[src/rtl/instrumented_adder_sequencer_pkg.sv]
// Shared types and defaults for the instrumented adder sequencer.
package instrumented_adder_seq_pkg;

  typedef enum logic [1:0] {
    StIdle,
    StSetup,
    StRun,
    StReport
  } seq_state_e;

  localparam int unsigned DefaultWidth         = 32;
  localparam int unsigned DefaultTimeoutCycles = 1024;
  localparam int unsigned DefaultSettleCycles  = 2;

  // Width of a tap index for a given ring width; never below one bit.
  function automatic int unsigned bit_w(input int unsigned width);
    return (width > 1) ? $clog2(width) : 1;
  endfunction

endpackage

[src/rtl/instrumented_adder_sequencer_timer.sv]
// seq_cycle_timer: cycle counter shared by the settle hold and the run timeout.
// clear_i restarts from zero, enable_i advances; terminal_o flags count == limit_i.
module seq_cycle_timer #(
  parameter int unsigned CntW = 32
) (
  input  logic            clk_i,
  input  logic            rst_ni,
  input  logic            clear_i,
  input  logic            enable_i,
  input  logic [CntW-1:0] limit_i,
  output logic [CntW-1:0] count_o,
  output logic            terminal_o
);

  logic [CntW-1:0] count_q;

  // Count register; clear has priority over enable.
  always_ff @(posedge clk_i) begin
    if (!rst_ni) begin
      count_q <= '0;
    end else if (clear_i) begin
      count_q <= '0;
    end else if (enable_i) begin
      count_q <= count_q + CntW'(1);
    end
  end

  // Terminal only counts while the timer is actually in use.
  always_comb begin
    count_o    = count_q;
    terminal_o = enable_i && (count_q == limit_i);
  end

endmodule

[src/rtl/instrumented_adder_sequencer.sv]
// instrumented_adder_sequencer: programs operands and a one-hot ring tap, runs the
// instrumented adder, captures count/sum per tap and returns results via valid/ready.
// Optional build macro SEQ_SUM_CHECK_EN enables the internal sum check; without it
// res_sum_ok is tied high.
module instrumented_adder_sequencer
  import instrumented_adder_seq_pkg::*;
#(
  parameter int unsigned WIDTH          = DefaultWidth,
  parameter int unsigned TIMEOUT_CYCLES = DefaultTimeoutCycles,
  parameter int unsigned SETTLE_CYCLES  = DefaultSettleCycles,
  localparam int unsigned BitW          = bit_w(WIDTH)
) (
  input  logic             wb_clk_i,
  input  logic             reset_n,
  input  logic             cfg_valid,
  output logic             cfg_ready,
  input  logic [WIDTH-1:0] cfg_a,
  input  logic [WIDTH-1:0] cfg_b,
  input  logic [BitW-1:0]  cfg_first_bit,
  input  logic [BitW-1:0]  cfg_last_bit,
  output logic [WIDTH-1:0] dut_a,
  output logic [WIDTH-1:0] dut_b,
  output logic [WIDTH-1:0] dut_ring_bit,
  output logic             dut_run,
  input  logic             dut_done,
  input  logic [31:0]      dut_count,
  input  logic [WIDTH-1:0] dut_sum,
  output logic             res_valid,
  input  logic             res_ready,
  output logic [BitW-1:0]  res_bit,
  output logic [31:0]      res_count,
  output logic             res_timeout,
  output logic             res_sum_ok,
  output logic             busy
);

  seq_state_e       state_q, state_d;
  logic [BitW-1:0]  bit_q, bit_d, last_q;
  logic [WIDTH-1:0] a_q, b_q, sum_q;
  logic [31:0]      count_q;
  logic             timeout_q;
  logic             latch_cfg, capture, capture_timeout;

  logic [31:0] timer_count, timer_limit;
  logic        timer_term, timer_clear, timer_en;
  logic        unused_timer_count;

  assign unused_timer_count = ^timer_count;

  // Timer limit follows the phase; restarted on every state change.
  always_comb begin
    timer_limit = (state_q == StSetup) ? 32'(SETTLE_CYCLES - 1) : 32'(TIMEOUT_CYCLES - 1);
    timer_en    = (state_q == StSetup) || (state_q == StRun);
    timer_clear = (state_d != state_q);
  end

  seq_cycle_timer #(
    .CntW(32)
  ) u_timer (
    .clk_i     (wb_clk_i),
    .rst_ni    (reset_n),
    .clear_i   (timer_clear),
    .enable_i  (timer_en),
    .limit_i   (timer_limit),
    .count_o   (timer_count),
    .terminal_o(timer_term)
  );

  // Next-state logic for the sweep FSM.
  always_comb begin
    state_d         = state_q;
    bit_d           = bit_q;
    latch_cfg       = 1'b0;
    capture         = 1'b0;
    capture_timeout = 1'b0;
    unique case (state_q)
      StIdle: begin
        if (cfg_valid) begin
          latch_cfg = 1'b1;
          bit_d     = cfg_first_bit;
          state_d   = StSetup;
        end
      end
      StSetup: begin
        if (timer_term) state_d = StRun;
      end
      StRun: begin
        // done beats a coincident timeout
        if (dut_done) begin
          capture = 1'b1;
          state_d = StReport;
        end else if (timer_term) begin
          capture         = 1'b1;
          capture_timeout = 1'b1;
          state_d         = StReport;
        end
      end
      StReport: begin
        if (res_ready) begin
          // >= also covers first > last (single shot); never step past WIDTH-1
          if (bit_q >= last_q || bit_q == BitW'(WIDTH - 1)) begin
            state_d = StIdle;
          end else begin
            bit_d   = bit_q + BitW'(1);
            state_d = StSetup;
          end
        end
      end
      default: state_d = StIdle;
    endcase
  end

  // State, latched configuration and captured results.
  always_ff @(posedge wb_clk_i) begin
    if (!reset_n) begin
      state_q   <= StIdle;
      bit_q     <= '0;
      last_q    <= '0;
      a_q       <= '0;
      b_q       <= '0;
      sum_q     <= '0;
      count_q   <= '0;
      timeout_q <= 1'b0;
    end else begin
      state_q <= state_d;
      bit_q   <= bit_d;
      if (latch_cfg) begin
        a_q    <= cfg_a;
        b_q    <= cfg_b;
        last_q <= cfg_last_bit;
      end
      if (capture) begin
        count_q   <= dut_count;
        timeout_q <= capture_timeout;
        if (!capture_timeout) sum_q <= dut_sum;
      end
    end
  end

  // Outputs decoded from registered state.
  always_comb begin
    cfg_ready    = (state_q == StIdle);
    busy         = (state_q != StIdle);
    dut_run      = (state_q == StRun);
    res_valid    = (state_q == StReport);
    dut_a        = a_q;
    dut_b        = b_q;
    dut_ring_bit = ((state_q == StSetup) || (state_q == StRun)) ?
                   (WIDTH'(1) << bit_q) : '0;
    res_bit      = bit_q;
    res_count    = count_q;
    res_timeout  = timeout_q;
  end

`ifdef SEQ_SUM_CHECK_EN
  logic [WIDTH-1:0] sum_exp;
  assign sum_exp    = a_q + b_q;
  assign res_sum_ok = res_valid && !timeout_q && (sum_q == sum_exp);
`else
  logic unused_sum;
  assign unused_sum = ^sum_q;
  assign res_sum_ok = 1'b1;
`endif

endmodule
[config.mk]
export PLATFORM = sky130hd
export DESIGN_NAME = instrumented_adder_sequencer
export DESIGN_NICKNAME = d
export VERILOG_FILES = /design/src/rtl/instrumented_adder_sequencer_pkg.sv /design/src/rtl/instrumented_adder_sequencer_timer.sv /design/src/rtl/instrumented_adder_sequencer.sv
export SDC_FILE = /design/constraint.sdc
export NUM_CORES = 1
export LEC_CHECK = 0
export BUFFER_PORTS_ARGS = -buffer_cell sky130_fd_sc_hd__buf_2
export CAP_MARGIN = 15
export CORE_ASPECT_RATIO = 2
export CORE_MARGIN = 5
export CORE_UTILIZATION = 47
export CTS_CLUSTER_DIAMETER = 40
export DETAILED_ROUTE_END_ITERATION = 10
export PLACE_DENSITY = 0.87
export SLEW_MARGIN = 15
export SYNTH_ARGS = -nofsm -noshare
export SYNTH_HDL_FRONTEND = slang
export SYNTH_SLANG_ARGS = --single-unit
[constraint.sdc]
create_clock -name wb_clk_i -period 3.25 [get_ports wb_clk_i]
set_clock_uncertainty 0.2 [all_clocks]
set_input_delay 0.65 -clock wb_clk_i [delete_from_list [all_inputs] [get_ports wb_clk_i]]
set_output_delay 0.65 -clock wb_clk_i [all_outputs]
set_load 0.005 [all_outputs]
---- Yosys cells after proc, flatten, opt, wreduce, memory -nomap -nowiden ----
Cells that the tools add are included.
word-level totals
  register bits after elaboration ......... 141
  memory bits (writable) .................. 0
  word-level logic and storage cells ...... 50
  memories kept ........................... 0
  input port bits ......................... 143
  bits in read-only memories .............. 0
  latch bits .............................. 0
  output and inout port bits .............. 139
operators by class
  bitwise logic cells ..................... 1
  magnitude comparators ................... 1
  reductions and logical operators ........ 8
  mux-type cells .......................... 20
  add/subtract/negate cells ............... 2
  shift operators ......................... 1
  divide/modulo/power cells ............... 0
  equal/unequal tests ..................... 9
  $mul .................................... 0
operators by type and width
  kind                   count
  $add 32x1->32 const B  1
  $eq 32x10->1           1
  $mux 32                1
  $shl 1x5->32 const A   1
  $mux 5                 3
  $mux 10                1
  $mux 2                 5
  $pmux 5 s2             1
  $mux 1                 8
  $pmux 2 s4             1
  $add 5x1->5 const B    1
  $eq 5x5->1 const B     1
  $ge 5x5->1             1
  $eq 2x2->1 const B     2
  $ne 2x2->1 const B     2
  $reduce_and 4->1       1
  $reduce_bool 2->1      2
  $eq 2x1->1 const B     1
  $logic_not 2->1        1
  $logic_or 1x1->1       2
  $ne 2x1->1 const B     1
  $ne 2x2->1             1
  $reduce_or 2->1        1
  $logic_and 1x1->1      1
  $not 1->1              1

---- Longest topological paths before layout ----
  word-level depth ........................ 9
  mapped depth ............................ 12
  mapped depth without buffers ............ 10

---- By module ----
From an unflattened synthesis, not the netlist that was laid out.
second synthesis, totals
  cell total of the unflattened synthesis .. 831
  area total of the unflattened synthesis .. 6467.5 µm²
by module, submodules not included
  module                        instances  cells an instance  area an instance (µm²)
  instrumented_adder_sequencer  1          599                4518.1
  seq_cycle_timer               1          232                1949.4

---- Least setup slack after synthesis ----
Ideal clock, no wire load.
  path kind ............................... reg2reg
  start ................................... reg state_q[0]
  end ..................................... reg u_timer.count_q[31], in the netlist u_timer.count_o[31]
  clock period less this slack ............ 2.706 ns
  slack ................................... 0.544 ns
  path buffers ............................ 2
  arrival ................................. 2.389 ns
  cell stages (with the launch flop) ...... 12
  cells stage by stage .................... dfxtp_1 > inv_1 > ha_1 > buf_2 > nand4_1 > nor3_1 > and4_1 > buf_2 > and4_1 > nand4_1 > xor2_1 > nor2_1
between the ends
  elaborated cells between the ends (all ways) .. 16
  classes of those cells .................. eq/ne: 5; mux: 7; reduce/logical: 4
RTL lines
  what                                      line                                      source
  start, declared                           instrumented_adder_sequencer.sv:37        seq_state_e state_q, state_d;
  start signal, assigned                    instrumented_adder_sequencer.sv:116       state_q <= StIdle;
  start signal, assigned                    instrumented_adder_sequencer.sv:125       state_q <= state_d;
  $eq 2x1->1 or $eq 2x2->1 (tied branches)  instrumented_adder_sequencer.sv:53        timer_en = (state_q == StSetup) || (state_q == StRun);
  $logic_or 1x1->1 *                        instrumented_adder_sequencer.sv:53
  net timer_en                              instrumented_adder_sequencer.sv:45        logic timer_term, timer_clear, timer_en;
  $logic_and 1x1->1                         instrumented_adder_sequencer_timer.sv:31  terminal_o = enable_i && (count_q == limit_i);
  $mux 2                                    instrumented_adder_sequencer.sv:92        end else if (timer_term) begin
  $mux 2                                    instrumented_adder_sequencer.sv:89        if (dut_done) begin
  $pmux 2 s4                                instrumented_adder_sequencer.sv:76        unique case (state_q)
  $ne 2x2->1                                instrumented_adder_sequencer.sv:54        timer_clear = (state_d != state_q);
  $reduce_or 2->1 (no source line)          --
  end signal, assigned                      instrumented_adder_sequencer_timer.sv:24  count_q <= count_q + CntW'(1);
  end, declared                             instrumented_adder_sequencer_timer.sv:15  logic [CntW-1:0] count_q;
Mark *: on every way through the listed nets, which the timed path passes. The rest lies on a longest branch.
A chain may end at the register's enable or synchronous reset.

---- Worst setup path after layout ----
  start ................................... reg state_q[1]
  end ..................................... out dut_ring_bit[8]
between the ends
  cells in the longest elaborated chain, start to end .. 3
  elaborated cells between the ends (all ways) .. 4
  classes of those cells .................. eq/ne: 2; mux: 1; reduce/logical: 1
RTL lines
  what                                      line                                 source
  $eq 2x1->1 or $eq 2x2->1 (tied branches)  --
  $logic_or 1x1->1 *                        --
  net timer_en                              instrumented_adder_sequencer.sv:45
  $mux 32 *                                 instrumented_adder_sequencer.sv:148  dut_ring_bit = ((state_q == StSetup) || (state_q == StRun)) ?
  end, declared                             instrumented_adder_sequencer.sv:23   output logic [WIDTH-1:0] dut_ring_bit,
Marked as above.

==> results.md <==
Cells and area:
- The share of the core filled with cells in the final layout is 61.8%.
- The final cell count without fillers is 1160.
- The final non-filler cell area is 0.00798 sq mm.
- The library cells used most frequently in the layout, excluding fill and tap cells, are buf_2 (248), nand2_1 (228), dfxtp_1 (140).
- The number of antenna diodes in the final layout is 0.
- For this run, the post-layout net count is 1155.
- Cells with a size suffix above 1 make up 33.9% of the layout.
- The area added between synthesis and finish is 30.4%.
- The library cell used most frequently in the layout, excluding fill and tap cells, is buf_2.

Timing:
- The final critical delay including setup and external delays is 3.06 ns.
- Setup repair after global routing left no endpoint under its margin.
- The max-slew violation count is 0.
- The final sum of negative setup slack is 0 ns.
- Setup violations remaining at the end of the flow were counted as 0.
- In this run the tightest slew margin relative to its limit is 53.6%.
- Derived from the worst setup path, the maximum achievable clock frequency is 326 MHz.
- The total count of hold-check failures in the final report is 0.
- The part of the cycle the worst path needs is 94.2%.
- The slew at the pin closest to its max-slew limit is 0.697 ns.

Logic synthesis:
- The area share of the largest cell type after synthesis is 46.1%.
- The share of the Yosys chip area taken by registers is 46.1%.
- Among all flip-flop cells after synthesis, the most frequent one is dfxtp_1.
- The mapped netlist covers 0.00612 sq mm.
- After synthesis, the share of flip-flops with an asynchronous set or reset is 0%.
- After synthesis, the mean cell area works out to 8.03 sq um.
- The number of flip-flops and latches in the synthesized netlist is 141.
- The cell count after synthesis came out at 762.
- The Yosys step of the flow raised 0 warnings.
- The synthesized design spends more area on one cell type than any other, namely dfxtp_1.
- After synthesis, the cell types taking the most area are dfxtp_1 (46%), nand2_1 (14%), a21oi_1 (7.9%).
- In this run, distinct cell masters in the synthesized netlist total 50.
- The net count of the mapped netlist is 922.
- The number of enable-type register cells in the synthesized netlist is 0.

Routing:
- The overall routed net length is 16700 um.
- The total vias in the final route is 5868.
- The pre-antenna-repair detailed-routing pass consisted of 5 iterations.
- After detailed routing, the number of vias per cell comes to 5.06.
- The count of nets left with antenna violations once routing finished came out at 0.
- Dividing the detail-routed wire length by the instance count gives 14.4 um.
- After detailed routing, the number of remaining DRC violations is 0.
- The number of DRC markers in iteration 0 is 227.

Global routing:
- The wire length of the first global-routing pass is 26800 um.
- Across every metal layer, demand over resource in global routing totals 20.7%.
- The pin count of the biggest net entering global routing is 70.
- After global routing the overflow that remains totals 0.
- The number of antenna violations at the first check in global routing is 0.
- The via count of the first global-routing pass was 5759.

Worst hold path:
- In this run the worst hold path is classified as in2reg.

Critical path:
- The slowest library cell on the worst path is dfxtp_1.
- The number of buffers and inverters on the critical path is 3.
- In this design, the largest share of critical-path delay is due to simple AND/OR/NAND/NOR gates.
- The arrival time at the worst endpoint is 2.21 ns.
- The type of the worst setup path is reg2out.
- In this run the worst path has a maximum fanout of 9.
- The largest incremental delay on the critical path is 0.46 ns.
- At the worst endpoint, the required time is 2.40 ns.
- The type of destination of the critical path is an output pin.
- The critical path launch point type is a register.
- The critical path goes through inv_1, ha_1, buf_4, nor2b_1, nand2_1, nor2_1, buf_2.

Status:
- The run finished with clean final reports.

Clock tree:
- The clock-pin transition on the worst setup and hold timing paths is 0.06 ns.
- The total clock buffers created by CTS is 17.
- The count of clock tree sinks is 141.
- The clock root buffer is clkbuf_16.
- The later-pin clock latency in the skew report is 0.41 ns.
- The H-tree generated during clock tree synthesis spans 4 levels.
- Buffers added to address setup during post-CTS repair amount to 0.
- TritonCTS built the clock tree.
- The number of buffers between clock root and the deepest sink is 2.
- In this run, post-CTS hold repair placed 0 buffers.

Power and ir drop:
- The net switching share of the total power is 28.0%.
- The switching power is 1220 uW.
- The internal power is 3140 uW.
- The clock power share is 43.2%.
- The portion of total power attributed to sequential cells is 43.1%.
- Across the VDD grid, the largest voltage drop is 461 uV.
- The total power divided by cell area is 547 mW/mm^2.
- The static leakage is 0.00357 uW.
- The combinational fraction of design power is 13.7%.

Floorplan:
- In this run the count of I/O pins placed on the die edge is 282.
- In this run the standard cell core region covers 0.0129 sq mm.
- The number of placement rows is 59.
- The die is 90.7 um wide.
- The starting density of the core is 47.4%.
- The die extent in y is 171 um.
- The die covers 0.0155 sq mm.

Placed design:
- In this run, placement finished with an instance count of 1128.
- The number of I/O port buffers is 248.
- Detailed placement ended at an HPWL of 12400 um.
- The cell area reported after detailed placement is 0.00740 sq mm.
- Routability-driven placement finished with a final weighted congestion of 0.846.

Run:
- The max-cap check violation count is 0.
[synthesized netlist by cell type (7+ instances only)]
master    count
and3_1        7
ha_1         17
clkbuf_1     35
inv_1        14
nor2_2       30
nand4_1      13
a21oi_2      10
nand2b_1      7
xnor2_1      11
dfxtp_1     141
nand2_1     229
nor2_1       49
nor4_1        8
a21oi_1      97
nand3_1      10
xor2_1       20
[routing by layer]
layer  track usage, %  wire length, um  part of all wire, %  vias to the layer above
met5                0                0                    0                        -
met4             9.33              460                  2.8                        0
met3             6.04             1040                  6.3                       33
met2             37.6             9100                   55                      181
met1             21.9             6090                   36                     2693
li1                 -                -                    -                     2961
[kinds of logic (layout without fill, tap and decap cells)]
| logic type | after synthesis | in the layout | synth area share, % |
|---|---|---|---|
| other | 1 | 1 | 0.0613 |
| adders and majority gates | 17 | 17 | 3.48 |
| buffers and inverters | 61 | 307 | 5.30 |
| muxes | 5 | 5 | 0.818 |
| xor gates and xnor gates | 31 | 31 | 4.44 |
| DFF | 141 | 141 | 46.1 |
| AOI/OAI and AO/OA | 130 | 130 | 12.4 |
| and+or+nand+nor | 376 | 376 | 27.4 |
[path summary, 6_finish.rpt]
path / start / endpoint / slack, ns / cells after the start
max reg2reg: state_q[1]$_SDFF_PN0_ / state_q[0]$_SDFF_PN0_ / 0.30 / 8
min reg2reg: res_count[1]$_SDFFE_PN0P_ / res_count[1]$_SDFFE_PN0P_ / 0.25 / 2
max: state_q[1]$_SDFF_PN0_ / dut_ring_bit[8] / 0.19 / 7
min: dut_done / res_timeout$_SDFFE_PN0P_ / 0.25 / 2
[power by group through the flow]
stage                     Clock, uW  Combinational (uW)  Sequential [uW]
after detailed placement          0                 597             1920
final                          1880                 596             1880
after global placement            0                 583             1910
after CTS                      1930                 600             1880
after global routing           2010                 670             1890
after floorplan                   0                 357             1910
[through the flow]
step           power, uW  setup slack (ns)  hold slack (ns)
6_report            4360             0.187            0.247
5_1_grt             4570            0.0461            0.248
4_1_cts             4410             0.137            0.220
3_5_place_dp        2510             0.323            0.243
3_3_place_gp        2500             0.365            0.238
2_1_floorplan       2270             0.544            0.236
[timing repair]
action | 4_1_cts | 5_1_grt
gates resized for setup | 0 | 1
setup endpoints to repair | 0 | 5
hold endpoints to repair | 0 | 0
[flip-flops by register name, indices dropped and copies added (netlist names)]
signal,cells
dut_a,32
dut_b,32
res_count,32
u_timer.count_o,32
last_q,5
res_bit,5
state_q,2
res_timeout,1
[area by class of cell]
class                           count  area, sq um
Fill cell                        1139         4940
Multi-Input combinational cell    560         2980
Sequential cell                   141         2820
Timing Repair Buffer              260         1360
Clock buffer                       18          429
Tap cell                          152          190
Clock inverter                     14          148
Inverter                           15         57.6
No activity file was read; power rests on OpenSTA's default activity.
